$ cat src/rtl/config.vh
// Build configuration for match_collect: frame geometry and score width.
// Define CFG_MATCH_THRESH_EN to add the match_thr input and res_hit output.
`ifndef MATCH_COLLECT_CONFIG_VH
`define MATCH_COLLECT_CONFIG_VH

`ifndef CFG_IMG_VEC_NUM
`define CFG_IMG_VEC_NUM 2
`endif

`ifndef CFG_LIB_VEC_NUM
`define CFG_LIB_VEC_NUM 4
`endif

`ifndef CFG_SCORE_W
`define CFG_SCORE_W 16
`endif

`endif

$ cat src/rtl/match_collect_pkg.sv
// Shared constants and helpers for the match_collect block.
`include "config.vh"

package match_collect_pkg;

   localparam int unsigned DEF_SCORE_W = `CFG_SCORE_W;

   // Index width that stays legal for a loop length of 1.
   function automatic int unsigned idx_w(input int unsigned n);
      return (n > 1) ? $clog2(n) : 1;
   endfunction

endpackage

$ cat src/rtl/match_collect_res_fifo2.sv
// Two-entry result FIFO with first-word-fall-through head; parameterised by data width.
module res_fifo2 #(
   parameter int unsigned WIDTH = 8
) (
   input  logic             clk,
   input  logic             rst_n,
   input  logic             push,
   input  logic [WIDTH-1:0] push_data,
   input  logic             pop,
   output logic             full,
   output logic             valid,
   output logic [WIDTH-1:0] head
);

   logic [WIDTH-1:0] mem [2];
   logic             wr_ptr;
   logic             rd_ptr;
   logic [1:0]       count;
   logic             push_ok;
   logic             pop_ok;

   assign full    = (count == 2'd2);
   assign valid   = (count != 2'd0);
   assign push_ok = push && !full;
   assign pop_ok  = pop && valid;
   assign head    = mem[rd_ptr];

   always_ff @(posedge clk or negedge rst_n) begin
      if (!rst_n) begin
         wr_ptr <= 1'b0;
         rd_ptr <= 1'b0;
         count  <= 2'd0;
      end else begin
         if (push_ok) wr_ptr <= ~wr_ptr;
         if (pop_ok)  rd_ptr <= ~rd_ptr;
         case ({push_ok, pop_ok})
            2'b10:   count <= count + 2'd1;
            2'b01:   count <= count - 2'd1;
            default: count <= count;
         endcase
      end
   end

   // NOTE: storage is not reset; count gates every read, so stale data is never visible.
   always_ff @(posedge clk) begin
      if (push_ok) mem[wr_ptr] <= push_data;
   end

endmodule

$ cat src/rtl/match_collect.sv
// Collects per-line best matches from a score stream into a 2-entry result FIFO.
// Optional threshold hit flag is enabled by defining CFG_MATCH_THRESH_EN.
`include "config.vh"

module match_collect
   import match_collect_pkg::*;
#(
   parameter int unsigned IMG_VEC_N = `CFG_IMG_VEC_NUM,
   parameter int unsigned LIB_VEC_N = `CFG_LIB_VEC_NUM,
   parameter int unsigned SCORE_W   = DEF_SCORE_W
) (
   input  logic                           clk,
   input  logic                           rst_n,
   input  logic                           in_valid,
   output logic                           in_ready,
   input  logic [SCORE_W-1:0]             in_score,
   input  logic                           in_linefeed,
`ifdef CFG_MATCH_THRESH_EN
   input  logic [SCORE_W-1:0]             match_thr,
   output logic                           res_hit,
`endif
   output logic                           res_valid,
   input  logic                           res_ready,
   output logic [idx_w(IMG_VEC_N)-1:0]    res_img_idx,
   output logic [idx_w(LIB_VEC_N)-1:0]    res_lib_idx,
   output logic [SCORE_W-1:0]             res_score,
   output logic                           done,
   output logic                           err
);

   localparam int unsigned IMG_W = idx_w(IMG_VEC_N);
   localparam int unsigned LIB_W = idx_w(LIB_VEC_N);
`ifdef CFG_MATCH_THRESH_EN
   localparam int unsigned HIT_W = 1;
`else
   localparam int unsigned HIT_W = 0;
`endif
   localparam int unsigned ENTRY_W = HIT_W + IMG_W + LIB_W + SCORE_W;

   logic [LIB_W-1:0]   lib_cnt;
   logic [IMG_W-1:0]   img_cnt;
   logic [LIB_W-1:0]   idx;
   logic [SCORE_W-1:0] max_score;
   logic [LIB_W-1:0]   line_idx;
   logic [SCORE_W-1:0] line_max;
   logic               accept;
   logic               is_last;
   logic               push;
   logic               pop;
   logic               fifo_full;
   logic [ENTRY_W-1:0] push_data;
   logic [ENTRY_W-1:0] head;

   assign in_ready = !fifo_full;
   assign accept   = in_valid && in_ready;
   assign is_last  = (lib_cnt == LIB_W'(LIB_VEC_N - 1));
   assign push     = accept && is_last;
   assign pop      = res_valid && res_ready;
   assign done     = pop && (res_img_idx == IMG_W'(IMG_VEC_N - 1));

   // Strictly-greater compare keeps the lowest index on ties; first beat of a line always loads.
   // NOTE: every output of a combinational block gets a default first so no latch is inferred.
   always_comb begin
      line_max = max_score;
      line_idx = idx;
      if (lib_cnt == '0 || in_score > max_score) begin
         line_max = in_score;
         line_idx = lib_cnt;
      end
   end

   // NOTE: sequential state uses non-blocking assignments so all registers update together.
   always_ff @(posedge clk or negedge rst_n) begin
      if (!rst_n) begin
         lib_cnt   <= '0;
         img_cnt   <= '0;
         idx       <= '0;
         max_score <= '0;
         err       <= 1'b0;
      end else if (accept) begin
         max_score <= line_max;
         idx       <= line_idx;
         if (in_linefeed != is_last) err <= 1'b1;
         if (is_last) begin
            lib_cnt <= '0;
            img_cnt <= (img_cnt == IMG_W'(IMG_VEC_N - 1)) ? '0 : img_cnt + IMG_W'(1);
         end else begin
            lib_cnt <= lib_cnt + LIB_W'(1);
         end
      end
   end

`ifdef CFG_MATCH_THRESH_EN
   assign push_data = {(line_max >= match_thr), img_cnt, line_idx, line_max};
   assign {res_hit, res_img_idx, res_lib_idx, res_score} = head;
`else
   // Without a threshold every result counts as a hit, so no flag is stored.
   assign push_data = {img_cnt, line_idx, line_max};
   assign {res_img_idx, res_lib_idx, res_score} = head;
`endif

   res_fifo2 #(
      .WIDTH(ENTRY_W)
   ) u_fifo (
      .clk       (clk),
      .rst_n     (rst_n),
      .push      (push),
      .push_data (push_data),
      .pop       (pop),
      .full      (fifo_full),
      .valid     (res_valid),
      .head      (head)
   );

endmodule
$ cat config.mk
export PLATFORM = sky130hd
export DESIGN_NAME = match_collect
export DESIGN_NICKNAME = d
export VERILOG_FILES = /design/src/rtl/match_collect_pkg.sv /design/src/rtl/match_collect_res_fifo2.sv /design/src/rtl/match_collect.sv
export VERILOG_INCLUDE_DIRS = /design/src /design/src/rtl
export SDC_FILE = /design/constraint.sdc
export NUM_CORES = 1
export LEC_CHECK = 0
export ABC_AREA = 1
export BUFFER_PORTS_ARGS = -buffer_cell sky130_fd_sc_hd__buf_2
export CORE_AREA = 3 3 101 103
export DETAILED_ROUTE_END_ITERATION = 10
export DIE_AREA = 0 0 104 106
export GPL_ROUTABILITY_DRIVEN = 1
export PLACE_DENSITY = 0.64
export SETUP_SLACK_MARGIN = 0.5
export SLEW_MARGIN = 20
export SYNTH_ARGS = -nofsm -noshare
export SYNTH_HDL_FRONTEND = slang
export SYNTH_SLANG_ARGS = --single-unit
export TNS_END_PERCENT = 30
$ cat constraint.sdc
create_clock -name clk -period 6 [get_ports clk]
set_input_delay 0.9 -clock clk [delete_from_list [all_inputs] [get_ports clk]]
set_output_delay 0.9 -clock clk [all_outputs]
set_load 0.005 [all_outputs]
Yosys cells after proc, flatten, opt, wreduce, memory -nomap -nowiden:

Memories as Yosys holds them, arrays and structs flattened.
Cells that the tools add are included.
Widths: inputs -> output; s select.

* output and inout port bits: 23
* register bits: 26
* memory bits (writable): 38
* memories kept: 1
* word-level logic and storage cells: 41

* mux-type cells: 7
* bitwise gates (word level): 2
* equality and inequality tests: 5
* $add $sub $neg: 4
* $lt $le $gt $ge: 1
* reduce and logical (&&, ||, !) cells: 13

Memory list
* u_fifo.mem: words 2, width 19, rd ports 1, clocked after memory_dff 0, wr ports 1, RTL line match_collect_res_fifo2.sv:15 `logic [WIDTH-1:0] mem [2];`

Operators by type and width (number)
* $gt 16x16->1: 1
* $mux 16: 1
* $eq 2x2->1 const B: 3
* $logic_and 1x1->1: 6
* $add 2x1->2 const B: 2
* $mux 2: 2
* $pmux 2 s2: 1
* $reduce_and 2->1: 2
* $reduce_bool 2->1: 2
* $mux 1: 3
* $eq 2x1->1 const B: 1
* $logic_not 2->1: 1
* $not 1->1: 2
* $sub 2x1->2 const B: 1
* $add 1x1->1 const B: 1
* $logic_not 1->1: 1
* $logic_or 1x1->1: 1
* $ne 1x1->1: 1

Logic depth before layout (Yosys ltp):

* word-level depth: 7
* gate-level depth with buffers: 17

Hierarchy:

Synthesis repeated with hierarchy kept, for this count alone.

* cell total of the unflattened synthesis: 379
* area total of the unflattened synthesis: 3392.0 sq um

By module, submodules not included
* match_collect: instances 1, cells an instance 248, area each 1773.0 sq um
* res_fifo2: instances 1, cells an instance 131, area each 1619.1 sq um

Least setup slack after synthesis:

OpenSTA, ideal clock, no wires.

* path kind: input to register
* from: input in_valid
* to: memory u_fifo.mem[0][0] (netlist name), enable pin
* required time: 5.605 ns
* setup slack: 3.569 ns
* data arrival time: 2.036 ns
* setup time: 0.395 ns
* cell stages on the path: 4
* cells stage by stage: nand2_1 -> inv_1 -> nand2_1 -> nor2_1

* longest elaborated chain between the ends: 5

Ends and longest elaborated chain
* start: declaration: RTL line match_collect.sv:14 `input logic in_valid,`
* $logic_and 1x1->1: RTL line match_collect.sv:55 `assign accept = in_valid && in_ready;`
* $logic_and 1x1->1: RTL line match_collect.sv:57 `assign push = accept && is_last;`
* $logic_and 1x1->1: RTL line match_collect_res_fifo2.sv:24 `assign push_ok = push && !full;`
* $mux 1: RTL line match_collect_res_fifo2.sv:46 `if (push_ok) mem[wr_ptr] <= push_data;`
* $mux 1 (implied by the code): RTL line match_collect_res_fifo2.sv:46
* end: declaration: RTL line match_collect_res_fifo2.sv:15

Every way passes these cells.

Worst setup path after layout:

* from: register u_fifo.rd_ptr
* to: output res_img_idx

* longest elaborated chain between the ends: 1

Ends and longest elaborated chain
* start: declaration: RTL line match_collect_res_fifo2.sv:17 `logic rd_ptr;`
* start signal: assignment: RTL line match_collect_res_fifo2.sv:35 `if (pop_ok) rd_ptr <= ~rd_ptr;`
* $mem_v2 2x19
* end: declaration: RTL line match_collect.sv:24 `output logic [idx_w(IMG_VEC_N)-1:0] res_img_idx,`

Every way passes these cells.

==> out/qor.csv <==
stage;metric;value;unit
floorplanning;Rows;35;
synth;sequential fraction of the synthesis area;54.7;%
detailed_routing;via total after detailed routing;2378;
critical_path;critical path data required time;5100;ps
clock_tree;buffer depth of the longest clock path;2;
power_and_ir_drop;switching power summed over all nets;0.000753;W
clock_tree;clock-pin transition on the worst setup and hold timing paths;70;ps
critical_path;slowest cell on the critical path;sky130_fd_sc_hd__dfrtp_1;
final_layout;area growth from synthesis to layout;16.6;%
power_and_ir_drop;cell leakage power;1.88;nW
timing;number of hold-slack violations in the final timing report;0;
synth;post-synthesis average cell area;8.99;µm²
synth;cell area after synthesis;3270;µm²
critical_path;Worst Reg2Reg Path Length in Cells;9;
clock_tree;number of buffers inserted by hold repair at cts;0;
floorplanning;initial cell density of the core;35.3;%
power_and_ir_drop;Internal Dissipation;0.00116;W
global_routing;number of antenna violations at the first check in global routing;0;
synth;cell type with the highest aggregate area in the netlist;sky130_fd_sc_hd__edfxtp_1;
clock_tree;CTS buffer count;9;
detailed_routing;antenna viol nets, final;0;
timing;period utilisation layout;52.8;%
critical_path;type of element launching the critical path;register;
synth;ys flop type;sky130_fd_sc_hd__edfxtp_1;
timing;sum of negative setup slack;0;ps
timing;Finish-stage setup viols;0;
placement;RD Place Congestion;0.787;
clock_tree;cells resized by post-CTS repair;0;
final_layout;# fillers;956;
synth;most common library cells after synthesis;sky130_fd_sc_hd__nand2_1, sky130_fd_sc_hd__inv_1, sky130_fd_sc_hd__edfxtp_1, sky130_fd_sc_hd__nand3_1, sky130_fd_sc_hd__dfrtp_1;
clock_tree;root buffer cell;sky130_fd_sc_hd__clkbuf_8;
critical_path;delay of the slowest critical-path stage;740;ps
worst_hold_path;path class of the lowest-slack min-delay path;reg2reg;
detailed_routing;routed wire length;6570;µm
detailed_routing;wire length per cell after detailed routing;12.1;µm
clock_tree;clock tree from TritonCTS;yes;
floorplanning;Core Region;9280;µm²
floorplanning;DIE HEIGHT;106;µm
timing;number of max-slew violations in the final report;0;
critical_path;CP most frequent cell;sky130_fd_sc_hd__inv_1;
synth;#FFs+latches synth;64;
worst_hold_path;worst hold path depth;1;
critical_path;cell chain of the critical path;inv_1, or2_2, o21ai_0, inv_1, buf_2;
floorplanning;Die ar.;11000;µm²
synth;synth top area cells;sky130_fd_sc_hd__edfxtp_1, sky130_fd_sc_hd__dfrtp_1, sky130_fd_sc_hd__nand2_1;
critical_path;Crit Path Category;reg2out;
global_routing;overflow left after global routing;0;
synth;syn_nets;404;
detailed_routing;Detailed Route Iter0 Violations;156;
timing;Worst Hold Margin;479;ps
detailed_routing;post-detailed-route DRC marker count;0;
worst_hold_path;critical hold path startpoint;err;
critical_path;critical path endpoint category;primary output;
power_and_ir_drop;power per cell area;502;nW/µm²
clock_tree;source-to-sink clock delay at the later pin of the worst-skew pair;340;ps
placement;DP Wirelength;4790;µm
final_layout;share of cells above drive strength 1;15.5;%
synth;share of async-settable or async-resettable flops after synthesis;40.6;%
global_routing;largest net degree at the start of global routing;27;
synth;Yosys warning total;0;
clock_tree;H-Tree Depth;3;
outcome;status;finished, final reports clean;
power_and_ir_drop;sequential share of power;37.0;%
global_routing;GRT Overall Usage;12.6;%
timing;slew of the pin with the lowest slew margin;696;ps
clock_tree;sinks on the clock net;64;
global_routing;vias in the first global route;2349;
critical_path;Register-to-Register Setup Slack;3160;ps
synth;synthesized netlist cell count;364;
synth;Yosys top cell area share;34.9;%
detailed_routing;first-pass iteration count of the detailed router;4;
final_layout;Total Nets Final;449;
critical_path;Worst EP arrival;2270;ps
critical_path;startpoint of the worst register-to-register path;u_fifo.count[0];
clock_tree;postcts setup bufs;0;
timing;Worst Skew;3.58;ps
power_and_ir_drop;largest voltage drop on the vdd net;0.000141;V
global_routing;first-pass GRT wire length;10900;µm
critical_path;CP max FO;20;
detailed_routing;DR vias/cell;4.38;
timing;min Tclk post-route;3170;ps
power_and_ir_drop;Power Total;0.00192;W
flow_run;max cap viols;0;
floorplanning;x dimension of the die;104;µm
floorplanning;IO Pins;44;
power_and_ir_drop;combinational cell fraction of total power;42.6;%
power_and_ir_drop;part of the total power dissipated in the clock network;20.4;%
timing;Slew Limit Headroom;53.5;%
timing;maximum frequency from static timing analysis;0.316;GHz
synth;unique cell type count in the Yosys netlist;24;
critical_path;terminus of the critical flop-to-flop path;u_fifo.count[1];
power_and_ir_drop;Net Sw Frac;39.3;%
timing;RSZ-0062 raised after global routing;false;
synth;most common cell in the synthesized netlist;sky130_fd_sc_hd__nand2_1;
worst_hold_path;worst hold path endpoint;err;
placement;input/output buffers;43;
final_layout;total inserted antenna cells;0;
critical_path;Worst Path Buf+Inv;3;
critical_path;Largest delay share family, worst path;flip-flops;
synth;number of enable-type register cells in the synthesized netlist;38;
-- per-stage QoR --
step	cell area, µm²	std cells	util (%)	worst slack, ps
after floorplan	3270	364	-	3570
after global placement	3610	527	38.8	2760
after detailed placement	3610	527	38.8	2690
after CTS	3820	543	41.1	2780
after global routing	3820	543	41.1	2580
final	3820	543	41.1	2830
-- worst max-delay path by stage --
stage                   from               end  slack [ps]  cells past startpoint
3_5_place_dp        in_valid   u_fifo.count[1]        2690                      8
6_report       u_fifo.rd_ptr       res_img_idx        2830                      5
2_1_floorplan       in_valid  u_fifo.mem[0][0]        3570                      4
3_3_place_gp        in_valid   u_fifo.count[1]        2760                      8
4_1_cts        u_fifo.rd_ptr              done        2780                      5
5_1_grt        u_fifo.rd_ptr              done        2580                      5
-- power groups by stage --
stage / clock network (W) / registers (W) / logic, W
final: 0.000392 / 0.000709 / 0.000816
after floorplan: 0 / 0.000688 / 0.000615
after global routing: 0.000427 / 0.000723 / 0.000948
after CTS: 0.000399 / 0.000710 / 0.000826
after global placement: 0 / 0.000714 / 0.000794
after detailed placement: 0 / 0.000718 / 0.000821
-- worst reg2reg max path: stages, from the launching register on --
cell and delay [ps]:
sky130_fd_sc_hd__dfrtp_1 390, sky130_fd_sc_hd__inv_1 70, sky130_fd_sc_hd__nand2_1 70, sky130_fd_sc_hd__nand2_1 410, sky130_fd_sc_hd__inv_1 720, sky130_fd_sc_hd__nand2_1 300, sky130_fd_sc_hd__ha_1 380, sky130_fd_sc_hd__a21oi_1 120
sky130_fd_sc_hd__o21ai_0 110, sky130_fd_sc_hd__xor2_1 150
-- layer usage --
layer  global-route usage (%)  vias to the layer above  part of all wire, %
met3                     3.70                       12                  4.7
met1                     15.2                     1081                   45
met4                     5.60                        0                  2.1
met5                        0                        -                    0
li1                         -                     1243                    -
met2                     20.9                       42                   48
-- layout make-up --
type                    instances  area [µm²]  area share, %
well taps                     129         161           4.23
inverters                      48         180           4.72
repair buffers                 45         230           6.03
multi-input cells             241        1240           32.5
clock inverters                 6        83.8           2.20
flip-flops and latches         64        1790           46.9
clock buffers                  10         128           3.34
-- registers in the layout, indices dropped and copies added (netlist names) --
name / cells
u_fifo.wr_ptr: 1
idx: 2
img_cnt: 1
err: 1
max_score: 16
u_fifo.rd_ptr: 1
lib_cnt: 2
u_fifo.mem: 38
u_fifo.count: 2
-- layout by cell type, fill, tap and decap left out, types with 3 or more instances in the layout --
cell                       count
sky130_fd_sc_hd__nor2_1        9
sky130_fd_sc_hd__xnor2_1       3
sky130_fd_sc_hd__a21oi_1       7
sky130_fd_sc_hd__dfrtp_1      26
sky130_fd_sc_hd__nand3_1      38
sky130_fd_sc_hd__o21ai_0       5
sky130_fd_sc_hd__xor2_1        3
sky130_fd_sc_hd__ha_1         19
sky130_fd_sc_hd__inv_1        47
sky130_fd_sc_hd__clkbuf_8      9
sky130_fd_sc_hd__buf_2        43
sky130_fd_sc_hd__nand2_1     132
sky130_fd_sc_hd__edfxtp_1     38
sky130_fd_sc_hd__and2_1       18
-- cell families after synthesis --
kind of cell	count (synthesis)	synth area share, %
AOI/OAI and AO/OA	14	2.29
buffers and inverters	59	7.30
DFF	64	54.7
and+or+nand+nor	202	26.8
xor gates and xnor gates	6	1.61
adders and majority gates	19	7.26
Power figures use the tool's default switching activity.
